[src/rtl/conv_pkg.sv]
// Shared definitions for the convolver and its downstream max-pool stage.
package conv_pkg;

   localparam int CONV_WIDTH = 8;
   localparam int CONV_LENX  = 7;
   localparam int CONV_LENF  = 3;
   // Convolver output frame length ("valid" convolution).
   localparam int CONV_LEN   = CONV_LENX - CONV_LENF + 1;

   typedef logic signed [CONV_WIDTH-1:0] sample_t;

   // Number of pooled outputs per frame, including a short final window.
   function automatic int pool_outs(input int len, input int pool);
      return (len + pool - 1) / pool;
   endfunction

endpackage

[src/rtl/conv_maxpool_if.sv]
// Stream bundle for the max-pool stage: y input stream and z pooled output.
interface conv_maxpool_if #(parameter int WIDTH = 8);

   logic signed [WIDTH-1:0] s_data_in_y;
   logic                    s_valid_y;
   logic                    s_ready_y;
   logic signed [WIDTH-1:0] m_data_out_z;
   logic                    m_valid_z;
   logic                    m_ready_z;
   logic                    m_last_z;

   // Environment side: feeds y, consumes z.
   modport master (
      output s_data_in_y, s_valid_y, m_ready_z,
      input  s_ready_y, m_data_out_z, m_valid_z, m_last_z
   );

   // Stage side.
   modport slave (
      input  s_data_in_y, s_valid_y, m_ready_z,
      output s_ready_y, m_data_out_z, m_valid_z, m_last_z
   );

endinterface

[src/rtl/conv_maxpool_pool_out_reg.sv]
// One-entry valid/ready output register: load, drain, hold stable while stalled.
module pool_out_reg #(
   parameter int WIDTH = 8
) (
   input  logic                    clk,
   input  logic                    reset,
   input  logic                    load,
   input  logic signed [WIDTH-1:0] load_data,
   input  logic                    load_last,
   input  logic                    ready,
   output logic                    valid,
   output logic signed [WIDTH-1:0] data,
   output logic                    last,
   output logic                    full_stall
);

   // Full and not draining: a new load must wait.
   assign full_stall = valid && !ready;

   // Load wins over drain so a simultaneous drain+load leaves no bubble.
   always_ff @(posedge clk or negedge reset) begin
      if (!reset) begin
         valid <= 1'b0;
         data  <= '0;
         last  <= 1'b0;
      end else if (load) begin
         valid <= 1'b1;
         data  <= load_data;
         last  <= load_last;
      end else if (ready) begin
         valid <= 1'b0;
      end
   end

endmodule

[src/rtl/conv_maxpool.sv]
// Streaming non-overlapping max-pool over frames of LEN signed samples.
module conv_maxpool
   import conv_pkg::*;
#(
   parameter int WIDTH  = CONV_WIDTH,
   parameter int LEN    = CONV_LEN,
   parameter int POOL   = 2,
   parameter int LOGLEN = 3
) (
   input  logic clk,
   input  logic reset,
   conv_maxpool_if.slave bus
);

   localparam int WCW = (POOL > 1) ? $clog2(POOL) : 1;

   logic [WCW-1:0]          win_cnt;
   logic [LOGLEN-1:0]       frm_cnt;
   logic signed [WIDTH-1:0] max_r;
   logic signed [WIDTH-1:0] cand;
   logic                    win_end;
   logic                    frm_end;
   logic                    closing;
   logic                    accept;
   logic                    stall;

   assign win_end = (win_cnt == WCW'(POOL - 1));
   assign frm_end = (frm_cnt == LOGLEN'(LEN - 1));
   assign closing = win_end || frm_end;

   // Only a closing sample needs the output register; others never stall.
   assign bus.s_ready_y = !(closing && stall);
   assign accept        = bus.s_valid_y && bus.s_ready_y;

   // First sample of a window seeds the max; later ones take a signed max.
   always_comb begin
      cand = bus.s_data_in_y;
      if (win_cnt != '0 && max_r > bus.s_data_in_y)
         cand = max_r;
   end

   // Window/frame counters and running max advance on each accepted sample.
   always_ff @(posedge clk or negedge reset) begin
      if (!reset) begin
         win_cnt <= '0;
         frm_cnt <= '0;
         max_r   <= '0;
      end else if (accept) begin
         if (closing) begin
            win_cnt <= '0;
            frm_cnt <= frm_end ? '0 : frm_cnt + LOGLEN'(1);
         end else begin
            max_r   <= cand;
            win_cnt <= win_cnt + WCW'(1);
            frm_cnt <= frm_cnt + LOGLEN'(1);
         end
      end
   end

   pool_out_reg #(.WIDTH(WIDTH)) u_out (
      .clk        (clk),
      .reset      (reset),
      .load       (accept && closing),
      .load_data  (cand),
      .load_last  (frm_end),
      .ready      (bus.m_ready_z),
      .valid      (bus.m_valid_z),
      .data       (bus.m_data_out_z),
      .last       (bus.m_last_z),
      .full_stall (stall)
   );

endmodule

[src/flat_wrapper.sv]
// flat-port wrapper written by rule: the top's interface ports become plain ports
module conv_maxpool_flat import conv_pkg::*;
#(
   parameter int WIDTH  = CONV_WIDTH,
   parameter int LEN    = CONV_LEN,
   parameter int POOL   = 2,
   parameter int LOGLEN = 3
)
  (clk, reset, bus_s_data_in_y, bus_s_valid_y, bus_m_ready_z, bus_s_ready_y, bus_m_data_out_z, bus_m_valid_z, bus_m_last_z);
  conv_maxpool_if #(.WIDTH(WIDTH)) bus_i ();
  input  logic clk;
  input  logic reset;
  input wire logic [$bits(bus_i.s_data_in_y)-1:0] bus_s_data_in_y;
  input wire logic [$bits(bus_i.s_valid_y)-1:0] bus_s_valid_y;
  input wire logic [$bits(bus_i.m_ready_z)-1:0] bus_m_ready_z;
  output wire logic [$bits(bus_i.s_ready_y)-1:0] bus_s_ready_y;
  output wire logic [$bits(bus_i.m_data_out_z)-1:0] bus_m_data_out_z;
  output wire logic [$bits(bus_i.m_valid_z)-1:0] bus_m_valid_z;
  output wire logic [$bits(bus_i.m_last_z)-1:0] bus_m_last_z;
  assign bus_i.s_data_in_y = bus_s_data_in_y;
  assign bus_i.s_valid_y = bus_s_valid_y;
  assign bus_i.m_ready_z = bus_m_ready_z;
  assign bus_s_ready_y = bus_i.s_ready_y;
  assign bus_m_data_out_z = bus_i.m_data_out_z;
  assign bus_m_valid_z = bus_i.m_valid_z;
  assign bus_m_last_z = bus_i.m_last_z;
  conv_maxpool #(.WIDTH(WIDTH), .LEN(LEN), .POOL(POOL), .LOGLEN(LOGLEN)) u_core (.clk(clk), .reset(reset), .bus(bus_i));
endmodule
[config.mk]
export PLATFORM = sky130hd
export DESIGN_NAME = conv_maxpool_flat
export DESIGN_NICKNAME = d
export VERILOG_FILES = /design/src/rtl/conv_pkg.sv /design/src/rtl/conv_maxpool_if.sv /design/src/rtl/conv_maxpool_pool_out_reg.sv /design/src/rtl/conv_maxpool.sv /design/src/flat_wrapper.sv
export SDC_FILE = /design/constraint.sdc
export NUM_CORES = 1
export LEC_CHECK = 0
export ABC_AREA = 1
export CORE_MARGIN = 3
export CORE_UTILIZATION = 29
export DETAILED_ROUTE_END_ITERATION = 12
export MAX_ROUTING_LAYER = met4
export PLACE_DENSITY = 0.57
export SLEW_MARGIN = 20
export SYNTH_ARGS = -nofsm -noshare
export SYNTH_HDL_FRONTEND = slang
export SYNTH_SLANG_ARGS = --single-unit
[constraint.sdc]
create_clock -name clk -period 2.13 [get_ports clk]
set_input_delay 0.3195 -clock clk [delete_from_list [all_inputs] [get_ports clk]]
set_output_delay 0.3195 -clock clk [all_outputs]
set_load 0.02 [all_outputs]
==> metrics.md <==
| Metric | Value |
|---|---|
| Status | completed |
| Final Net Count | approximately 220 |
| Worst skew pair latency | roughly 0.25 ns |
| Die area | roughly 5500 um^2 |
| Mean post-synth cell area | 8.18 um^2 |
| Via count | approximately 1100 |
| Crit path max fanout | 9 |
| Top FF cell, synth | dfrtp_1 |
| Number of port buffers | 22 |
| Peak VDD IR | 0.766 mV |
| Slew Viols, Final | 0 |
| TritonCTS clock tree | built |
| Wire length of the first global-routing pass | approximately 4.7 mm |
| CP Capture Type | flip-flop |
| Num CTS Buffers | 3 |
| Util after Layout | 0.387 |
| Fillcell total | about 470 |
| Worst Hold Class | in -> async |
| Worst EP required | 2.28 ns |
| Layout cells sized above 1 | 0.123 |
| Area growth, synth to finish | 27.3% |
| Number of flops mapped to enable cells by yosys | 0 |
| Mapped cell area | between 1000 and 1500 um^2 |
| Remaining DRCs | 0 |
| Register-to-Register Path Depth | 9 |
| Starting Density | 0.304 |
| CTS Root Buffer Type | clkbuf_8 |
| # setup viols final | 0 |
| Core area | ~4400 um^2 |
| Reg clk slew, reported paths | approximately 0.07 ns |
| Top-area cell type share of the netlist area | 0.410 |
| Synth warn | 0 |
| Slew margin rel. | 0.815 |
| Via density | 4.39 |
| Syn_nets | 186 |
| Highest Clock Rate | 522 MHz |
| Ant diodes | 0 |
| CTS Buffer Depth | 2 |
| Dpl ws | -0.0742 ns |
| Pwr dens | ~1400 nW/um^2 |
| Num rows | 24 |
| WL final | approximately 2.7 mm |
| IO Pins | 23 |
| RSZ-0062 raised after global routing | no |
| Initial DRC count | 44 |
| Vias in the first global route | ~1000 |
| Cts hold-fix bufs | 0 |
| Die Wd | 74.0 um |
| Fin Clk Skew | 0.00266 ns |
| Die height | roughly 74 um |
| Critical Path AT | between 2 and 2.5 ns |
| Post-synthesis cell count | 164 |
| Initial antenna violation count | 0 |
| Max cap viols | 0 |
| Crit Path Class | in -> reg |
| Pre-antenna DRT Iters | 4 |
| CTS H-tree depth | 1 |
| Slew @ Worst Pin | around 0.28 ns |
| WL per Instance | around 11 um |
| Storage element area | between 500 and 600 um^2 |
| Largest area contributor in the netlist | dfrtp_1 |
| Most numerous cell in the Yosys netlist | nand2_1 |
| Gr usage total | 0.113 |
| Synthesis-stage register bit count | 22 |
| Register area share after synthesis | 0.410 |
| ANT nets after route | 0 |
| Pin count of the biggest net entering global routing | 23 |
| Main area contributors after synthesis | dfrtp_1, nand2_1, ha_1, inv_1, nand3_1 |
| Leakage | 0.899 nW |
| Final hold vios | 0 |
| Period utilisation layout | 0.899 |
| CP Launch Type | primary input |
| Synth top cells by count | nand2_1, inv_1, dfrtp_1, nand3_1, ha_1 |
| Setup TNS | 0 ns |
| Routability cong. | between 0.8 and 0.9 |
| Multi-input gate area | between 600 and 700 um^2 |
| HPWL Detailed | between 2 and 2.5 mm |
| Async SR Flop Fraction | 1.00 |
| Clock Sinks | 22 |
| Final worst slack | 0.216 ns |
| Min Tclk post-route | around 1.9 ns |
| Synth cell types | 22 |
| Overflow after GRT | 0 |
[where the power goes]
group | switching (mW) | internal, mW
sequential | 0.141 | 0.627
clock | 0.118 | 0.126
combinational | 0.822 | 0.552
[placed cells by master, fill, tap and decap left out, types with 3 or more instances in the layout]
| cell | count |
|---|---|
| a21oi_1 | 3 |
| nand3_1 | 17 |
| nand2_1 | 54 |
| buf_4 | 7 |
| inv_1 | 25 |
| dfrtp_1 | 22 |
| ha_1 | 10 |
| clkdlybuf4s50_1 | 21 |
| nor2_1 | 5 |
| clkbuf_8 | 3 |
| o21ai_0 | 3 |
| nand4_1 | 8 |
[state kept, by name (all words and copies together), names as in the netlist]
register,count
u_core.u_out.last,1
u_core.u_out.valid,1
u_core.frm_cnt,3
u_core.win_cnt,1
u_core.u_out.data,8
u_core.max_r,8
[per-layer routing]
layer / GRT usage / vias up / share of wire
li1: - / 587 / -
met1: 0.149 / 481 / 0.47
met2: 0.180 / 15 / 0.48
met3: 0.0284 / 2 / 0.039
met4: 0.0121 / 0 / 0.0048
met5: - / - / 0
[timing repair]
item / in CTS / in global routing
resized for setup: 1 / 0
setup buffers: 0 / 0
setup endpoints to repair: 1 / 0
[area by class of cell]
type | count | share of cell area
Sequential cell | 22 | 0.322
Timing Repair Buffer | 29 | 0.159
Tap cell | 52 | 0.0381
Inverter | 28 | 0.0630
Clock buffer | 3 | 0.0242
Multi-Input combinational cell | 113 | 0.393
[metrics by stage]
step	instance area [um^2]	std cells	power [mW]	hold WS (ns)
final	1710	247	2.39	0.415
after global routing	1710	247	2.64	0.448
after CTS	1710	247	2.43	0.425
after detailed placement	1670	244	2.18	0.466
after global placement	1670	244	2.16	0.465
after floorplan	1340	164	1.74	0.0239
[final timing paths]
| path | from | to | slack (ns) |
|---|---|---|---|
| max in group asynchronous | reset | u_core.max_r[7] | 1.50 |
| worst min register to register | u_core.u_out.data[2] | u_core.u_out.data[2] | 0.48 |
| worst max register to register | u_core.max_r[5] | u_core.u_out.data[6] | 0.38 |
| min in group clk | u_core.u_out.data[2] | u_core.u_out.data[2] | 0.48 |
| worst max-delay path | bus_s_data_in_y[5] | u_core.u_out.data[6] | 0.22 |
| worst min-delay path | reset | u_core.max_r[1] | 0.41 |
[logic make-up after synthesis]
group | count (synthesis) | share of synthesized area
AOI/OAI and AO/OA | 9 | 0.0373
adders and majority gates | 10 | 0.0933
buffers and inverters | 29 | 0.0886
and+or+nand+nor | 94 | 0.370
DFF | 22 | 0.410
[critical path: stages]
cell and delay [ns]:
clkdlybuf4s50_1 0.45, inv_1 0.05, ha_1 0.30, a21oi_1 0.14, nor2_1 0.08, nor2_4 0.09
nand3_2 0.20, nand3_4 0.19, nand2_1 0.09, nand3_1 0.09, nand2_1 0.06
(Power assumes the default switching activity.)
==> RTL edit: new RTL, config.mk and constraints unchanged <==
`POOL` is set to 2 in 2 places; all go to 4.
--- a/src/rtl/conv_maxpool.sv
+++ b/src/rtl/conv_maxpool.sv
@@ -6,3 +6,3 @@
    parameter int LEN    = CONV_LEN,
-   parameter int POOL   = 2,
+   parameter int POOL   = 4,
    parameter int LOGLEN = 3
--- a/src/flat_wrapper.sv
+++ b/src/flat_wrapper.sv
@@ -5,3 +5,3 @@
    parameter int LEN    = CONV_LEN,
-   parameter int POOL   = 2,
+   parameter int POOL   = 4,
    parameter int LOGLEN = 3
Function: changed (Yosys sat finds a counterexample within 4 cycles, from zero or initial values and one cycle with reset low).
==> RTL edit against the unedited design <==
Final area grew 2.6%; sequential power grew 2%; sequential cell count grew 1; area after synthesis grew 0.93%; hold slack lost 11 ps; cell count grew 5.3%; wire length grew 13%; total power grew 5.3%; worst setup slack gained 8.3 ps.
==> RTL edit: results (changes against the unedited design) <==
Global routing:
- The global-route wire length before repair is 5170 um (+10%).
- The total global-route track usage was 12.5% (+1.2 points).

Synth:
- The mean cell area of the mapped netlist is 7.83 um^2 (-4.3%).
- Ranked by total cell area, the synthesized netlist is headed by sky130_fd_sc_hd__dfrtp_1 43%, sky130_fd_sc_hd__nand2_1 16%, sky130_fd_sc_hd__ha_1 11%, sky130_fd_sc_hd__inv_1 8.0%, sky130_fd_sc_hd__nand3_1 6.3%.
- The count of distinct cell types in the synthesized netlist came to 20 (-9.1%).
- The net count after synthesis was 197 (+5.9%).
- The register area share after synthesis came to 42.5% (+1.5 points).
- The leading register cell type out of synthesis is sky130_fd_sc_hd__dfrtp_1.
- Counting instances in the post-synthesis netlist gives the leading cell types as 59 x sky130_fd_sc_hd__nand2_1, 29 x sky130_fd_sc_hd__inv_1, 23 x sky130_fd_sc_hd__dfrtp_1, 17 x sky130_fd_sc_hd__nand3_1, 12 x sky130_fd_sc_hd__ha_1.

Pwr:
- The cell area power density is 1430 nW/um^2 (+2.7%).
- The static leakage was 0.955 nW (+6.2%).
- The largest voltage drop on the vdd net is 462 uV (-40%).

Placed design:
- The quantity of I/O buffers inserted on ports is 22 (unchanged).
- The final weighted congestion in routability-driven placement was 0.857 (+3.6%).
- The pre-CTS setup slack is -27.2 ps (+47.0 ps).
- The post-detailed-placement cell area was 1710 um^2 (+2.3%).

Route:
- The violation count after the first detailed-route iteration is 55 (+25%).
- The routed wire length per instance is 11.7 um (+6.9%).
- The detail-routed via count per cell was 4.53 (+3.2%).

Layout:
- The fraction of final layout cells with drive strength greater than 1 is 12.0% (-0.29 points).
- The net total in the final layout is 233 (+6.4%).

Setup path:
- The highest net fanout along the worst path is 4 (-5).
- The arrival time at the worst endpoint came to 1590 ps (-470 ps).
- The slowest stage of the critical path belongs to the cell sky130_fd_sc_hd__dfrtp_1.
- The delay contributed by the slowest stage of the critical path came to 390 ps (-60 ps).

Clocking:
- The clock transition time at the flip-flop clock pins of the worst setup and hold paths is 90 ps (+20 ps).

STA:
- The clock skew came to 3.64 ps (+0.981 ps).

Status:
- The flow ran to the end, and the final reports show no timing, DRC or antenna violations.
RTL edit: final cells by class:
cell class / count / area share [%]
Clock buffer: 3 / 2.36
Sequential cell: 23 / 32.9
Clock inverter: 1 / 0.286
Timing Repair Buffer: 32 / 16.8
Inverter: 31 / 6.64
Tap cell: 52 / 3.71
Multi-Input combinational cell: 118 / 37.4
RTL edit: final timing paths:
path                                            from                   end  slack, ps  cells after the start
worst min-delay path                           reset  u_core.u_out.data[0]        400                      2
worst max-delay path               u_core.frm_cnt[0]         bus_s_ready_y        220                      6
worst min register to register  u_core.u_out.data[3]  u_core.u_out.data[3]        480                      2
min in group clk                u_core.u_out.data[3]  u_core.u_out.data[3]        480                      2
worst max register to register       u_core.max_r[7]  u_core.u_out.data[0]        420                      9
max in group asynchronous                      reset       u_core.max_r[7]       1490                      2
RTL edit: kinds of logic after synthesis:
group	synth area share (%)
AND/OR/NAND/NOR	32.6
AO/OA/AOI/OAI	4.62
buffers and inverters	9.15
adder cells (fa/ha/maj)	11.1
flip-flops	42.5
RTL edit: worst max-delay path: cells and delay by family, from the launching register on:
| kind | cells | cell delay (ps) |
|---|---|---|
| flops | 1 | 390 |
| fa+ha+maj | 1 | 150 |
| buf+inv | 2 | 420 |
| simple gates | 3 | 360 |
RTL edit: power breakdown:
group          total, mW  leakage (nW)  switching (mW)  internal (mW)
registers          0.787         0.285           0.139          0.649
logic               1.45         0.645           0.848          0.600
clock network      0.276        0.0255           0.146          0.131
total               2.51         0.955            1.13           1.38
RTL edit: layer usage:
| layer | track usage [%] | part of all wire (%) |
|---|---|---|
| met3 | 1.62 | 2.8 |
| met2 | 19.6 | 45 |
| met4 | 3.56 | 1.3 |
| met5 | - | 0 |
| met1 | 16.9 | 51 |
